<file path="src/rtl/pe_matrix_expectation_seq.sv">
// Sequencing/accumulation stage for the sigma-point expectation.
// Collects N_SIGMA (weight, sigma) beats. Each beat is folded into a bank of
// DIM_SIGMA 64-bit accumulators through an external combinational MAC array.
// The finished expected vector is then offered downstream with valid/ready.
module pe_matrix_expectation_seq #(
  parameter int DIM_SIGMA = 5,
  parameter int N_SIGMA   = 11,
  parameter int CNT_W     = 4
) (
  input  logic                    clk,
  input  logic                    rst,
  input  logic                    start,
  input  logic                    in_valid,
  output logic                    in_ready,
  input  logic [31:0]             weight,
  input  logic [32*DIM_SIGMA-1:0] sigma,
  output logic [31:0]             mac_weight,
  output logic [32*DIM_SIGMA-1:0] mac_sigma,
  output logic [64*DIM_SIGMA-1:0] mac_run_sum,
  input  logic [64*DIM_SIGMA-1:0] mac_out,
  output logic                    out_valid,
  input  logic                    out_ready,
  output logic [64*DIM_SIGMA-1:0] expected,
  output logic                    busy
);

  typedef enum logic [1:0] {
    S_IDLE  = 2'd0,
    S_ACCUM = 2'd1,
    S_DONE  = 2'd2
  } state_t;

  state_t           r_state;
  state_t           w_state_next;
  logic [CNT_W-1:0] r_cnt;
  logic [63:0]      r_acc [DIM_SIGMA];

  logic w_beat;
  logic w_last_beat;
  logic w_clear;

  // A beat is only possible in ACCUM, so in_ready gates the handshake.
  assign w_beat      = in_valid && (r_state == S_ACCUM);
  assign w_last_beat = w_beat && (r_cnt == CNT_W'(N_SIGMA - 1));
  assign w_clear     = (r_state == S_IDLE) && start;

  // The comb stage sees the live inputs. Its running-sum input comes only
  // from registers, which keeps the loop through the MAC array cut.
  assign mac_weight = weight;
  assign mac_sigma  = sigma;

  genvar gi;
  generate
    for (gi = 0; gi < DIM_SIGMA; gi++) begin : g_pack
      assign mac_run_sum[64*gi +: 64] = r_acc[gi];
      assign expected[64*gi +: 64]    = r_acc[gi];
    end
  endgenerate

  // State register.
  always_ff @(posedge clk or posedge rst) begin
    if (rst) begin
      r_state <= S_IDLE;
    end else begin
      r_state <= w_state_next;
    end
  end

  // Next-state and handshake outputs decoded from the current state.
  always_comb begin
    w_state_next = r_state;
    in_ready     = 1'b0;
    out_valid    = 1'b0;
    busy         = 1'b0;
    case (r_state)
      S_IDLE: begin
        if (start) begin
          w_state_next = S_ACCUM;
        end
      end
      S_ACCUM: begin
        in_ready = 1'b1;
        busy     = 1'b1;
        if (w_last_beat) begin
          w_state_next = S_DONE;
        end
      end
      S_DONE: begin
        out_valid = 1'b1;
        busy      = 1'b1;
        if (out_ready) begin
          w_state_next = S_IDLE;
        end
      end
      default: begin
        w_state_next = S_IDLE;
      end
    endcase
  end

  // Beat counter: cleared by start, advanced on every accepted pair.
  always_ff @(posedge clk or posedge rst) begin
    if (rst) begin
      r_cnt <= '0;
    end else if (w_clear) begin
      r_cnt <= '0;
    end else if (w_beat) begin
      r_cnt <= r_cnt + CNT_W'(1);
    end
  end

  // Accumulators. They take the MAC result on each beat. They are held
  // through DONE and IDLE, so the last result stays readable until the next
  // start.
  always_ff @(posedge clk or posedge rst) begin
    if (rst) begin
      for (int i = 0; i < DIM_SIGMA; i++) begin
        r_acc[i] <= '0;
      end
    end else if (w_clear) begin
      for (int i = 0; i < DIM_SIGMA; i++) begin
        r_acc[i] <= '0;
      end
    end else if (w_beat) begin
      for (int i = 0; i < DIM_SIGMA; i++) begin
        r_acc[i] <= mac_out[64*i +: 64];
      end
    end
  end

endmodule

</file>
<file path="config.mk">
export PLATFORM = sky130hd
export DESIGN_NAME = pe_matrix_expectation_seq
export DESIGN_NICKNAME = d
export VERILOG_FILES = /design/src/rtl/pe_matrix_expectation_seq.sv
export SDC_FILE = /design/constraint.sdc
export NUM_CORES = 1
export LEC_CHECK = 0
export ABC_CLOCK_PERIOD_IN_PS = 31100
export CORE_AREA = 2 2 529 531
export CTS_CLUSTER_DIAMETER = 80
export DETAILED_ROUTE_END_ITERATION = 7
export DIE_AREA = 0 0 531 533
export GPL_TIMING_DRIVEN = 0
export PLACE_DENSITY = 0.3
export SYNTH_ARGS = -nofsm -noshare
export SYNTH_HDL_FRONTEND = slang
export SYNTH_SLANG_ARGS = --single-unit
</file>
<file path="constraint.sdc">
create_clock -name clk -period 31.1 [get_ports clk]
set_clock_uncertainty 0.15 [all_clocks]
set_input_delay 4.665 -clock clk [delete_from_list [all_inputs] [get_ports clk]]
set_output_delay 4.665 -clock clk [all_outputs]
set_load 0.01 [all_outputs]
</file>
==> flow_summary.json <==
{
  "grt_pass1_wl_mm": 170,
  "synthesis.area_um2": 15500,
  "ys_types": 20,
  "p_int_mw": 2.12,
  "die-height_um": 533,
  "syn_inst": 1261,
  "cts_buffers": 50,
  "die_w_um": 531,
  "reg2reg_depth": 7,
  "relSlewSlack_pct": 24.9,
  "clockPowerShare_pct": 16.8,
  "first_pass_iters": 4,
  "timing.final.crit_share_pct": 33.0,
  "io_pins": 1352,
  "postCtsSetupBuffers": 0,
  "antenna_found_initial": 28,
  "holdPathEnd": "expected[43]",
  "cts.path.max_buffers": 3,
  "hold_ws_ns": 0.382,
  "finalWeightedCongestion": 0.809,
  "grt_pass1_vias": 15392,
  "power_density_nw_per_um2": 105,
  "outcome": "finished, final reports clean",
  "fin_crit_ns": 10.27,
  "portBuffers": 1158,
  "arrival_ns": 5.45,
  "post-place-ws_ns": 20.77,
  "maxSlewViolCount": 0,
  "worstSetupStartpointType": "input pin",
  "postCtsHoldBufs": 0,
  "reg2reg_slack_ns": 28.05,
  "track_usage_pct": 9.21,
  "leakage_nw": 13.6,
  "yosys_register_bits": 326,
  "cp_max_fo": 1,
  "rows": 194,
  "cts_tree": "built",
  "syn_avg_cell_area_um2": 12.3,
  "drt_iter0_drc": 519,
  "tns_ns": 0,
  "vias": 14599,
  "r2r-end": "expected[214]",
  "initial_core_util_pct": 5.57,
  "end_kind": "primary output",
  "final_util_pct": 12.1,
  "startpoint": "sigma[137]",
  "drive_above_1_share_pct": 26.5,
  "cp.buffers_inverters": 2,
  "seqPwrFrac_pct": 24.9,
  "setup_viol_count_final": 0,
  "grt-ovfl-total": 0,
  "p_sw_mw": 1.42,
  "crit_required_ns": 26.29,
  "postRouteAntennaNets": 0,
  "worst_pin_slew_ns": 1.13,
  "yosys_warnings": 0,
  "synth-seq-area-share_pct": 52.7,
  "fillers": 31679,
  "clockRootBuffer": "clkbuf_16",
  "finalHoldViolCount": 0,
  "slowest_delay_ns": 0.70,
  "path_cells": "buf_4, clkdlybuf4s50_1",
  "htreeDepth": 2,
  "finalWirelength_mm": 137,
  "avgRoutedWirePerCell_um": 21.8,
  "drv_cap": 0,
  "hold_path.class": "flip-flop to flip-flop",
  "swShare_pct": 40.2,
  "r2r-start": "r_state[0]",
  "maxClockFrequency_mhz": 97.4,
  "cp_top_family": "buffers and inverters",
  "core_um2": 278000,
  "comb_power_share_pct": 58.3,
  "via_per_inst": 2.33,
  "syn_nets": 1785,
  "die_area_um2": 283000,
  "cts_resized": 0,
  "worstSkewPairLatency_ns": 0.65,
  "dp.final_hpwl_mm": 118,
  "rsz0062_at_grt": "false",
  "final.setup.worst_slack_ns": 20.83,
  "syn_to_final_growth_pct": 117,
  "min_from": "expected[43]",
  "nNetsFinal": 2998,
  "hold_depth": 1,
  "ir_drop_v": 0.0000362,
  "worstSetupPathType": "input pin to primary output",
  "drc": 0,
  "path_clk_slew_ns": 0.05,
  "path_depth": 2,
  "cts.sinks": 326,
  "grt_max_degree": 98,
  "crit_slowest_cell": "clkdlybuf4s50_1"
}
## synthesized netlist by cell type
master | n | area, um^2
buf_4 | 542 | 4070
xor2_1 | 1 | 8.76
clkbuf_1 | 7 | 26.3
inv_1 | 7 | 26.3
a21oi_2 | 1 | 8.76
a22oi_4 | 1 | 21.3
a22oi_1 | 1 | 7.51
mux2_2 | 2 | 22.5
dfrtp_1 | 326 | 8160
or3_1 | 1 | 6.26
nand3_1 | 2 | 10.0
ha_1 | 7 | 87.6
a222oi_1 | 1 | 10.0
o21ai_0 | 1 | 5.00
nand2_1 | 1 | 3.75
nand4b_1 | 1 | 8.76
buf_2 | 35 | 175
a21oi_1 | 2 | 10.0
xnor2_1 | 1 | 8.76
a22o_1 | 321 | 2810
## flip-flops by register name, indices dropped and copies added (netlist names)
signal	cells
expected	320
r_cnt	4
r_state	2
## layer usage
layer | wire length (um) | track usage [%] | part of all wire [%] | vias to the layer above
met5 | 0 | 0 | 0 | -
li1 | - | - | - | 6432
met2 | 65400 | 15.6 | 48 | 886
met4 | 5090 | 3.46 | 3.7 | 0
met3 | 16100 | 4.36 | 12 | 132
met1 | 50000 | 9.85 | 37 | 7149
## logic make-up after synthesis
kind of cell	Yosys count	share of synthesized area [%]
buffers and inverters	591	27.7
adders and majority gates	7	0.566
and+or+nand+nor	5	0.186
muxes	2	0.145
AOI/OAI and AO/OA	328	18.6
DFF	326	52.7
xor gates and xnor gates	2	0.113
## stage by stage
step                area [um^2]  power, mW  cells
detailed placement        31800       3.03   6146
floorplan                 15500       1.58   1261
global route              33500       3.77   6245
CTS                       33500       3.67   6237
finish                    33600       3.54   6256
global placement          31700       3.05   6143
## power groups by stage
stage	sequential (mW)	clock, mW	combinational, mW
5_1_grt	0.912	0.638	2.22
2_1_floorplan	0.867	0	0.709
4_1_cts	0.891	0.627	2.15
3_3_place_gp	0.895	0	2.15
3_5_place_dp	0.892	0	2.14
6_report	0.881	0.593	2.06
## worst max-delay path by stage
stage | endpoint | slack [ns]
after detailed placement | mac_sigma[66] | 20.77
after floorplan | expected[0] | 17.26
after global placement | expected[311] | 9.85
after CTS | mac_sigma[66] | 20.77
final | mac_sigma[137] | 20.83
after global routing | mac_sigma[66] | 20.79
## layout make-up
cell class / instances / area [um^2] / area share, %
sequential: 326 / 8160 / 24.3
clock buffer: 73 / 1480 / 4.41
antenna: 19 / 47.5 / 0.142
timing repair buffer: 1161 / 11700 / 34.8
buffer: 584 / 4270 / 12.7
multi-input combinational: 344 / 3030 / 9.03
tap: 3724 / 4660 / 13.9
clock inverter: 18 / 199 / 0.593
inverter: 7 / 33.8 / 0.101
## cell usage in the layout, fill, tap and decap left out, types with 2 or more instances in the layout
| master | count |
|---|---|
| clkdlybuf4s50_1 | 1158 |
| buf_4 | 542 |
| mux2_2 | 2 |
| diode_2 | 19 |
| clkbuf_8 | 12 |
| nand3_1 | 2 |
| ha_1 | 7 |
| buf_2 | 35 |
| buf_16 | 3 |
| a21oi_1 | 2 |
| a22o_1 | 321 |
| clkbuf_1 | 17 |
| inv_8 | 3 |
| clkbuf_16 | 51 |
| clkinv_2 | 6 |
| clkinvlp_4 | 4 |
| clkinv_4 | 2 |
| dfrtp_1 | 326 |
| bufinv_16 | 3 |
| inv_1 | 6 |
Power figures use the tool's default switching activity.
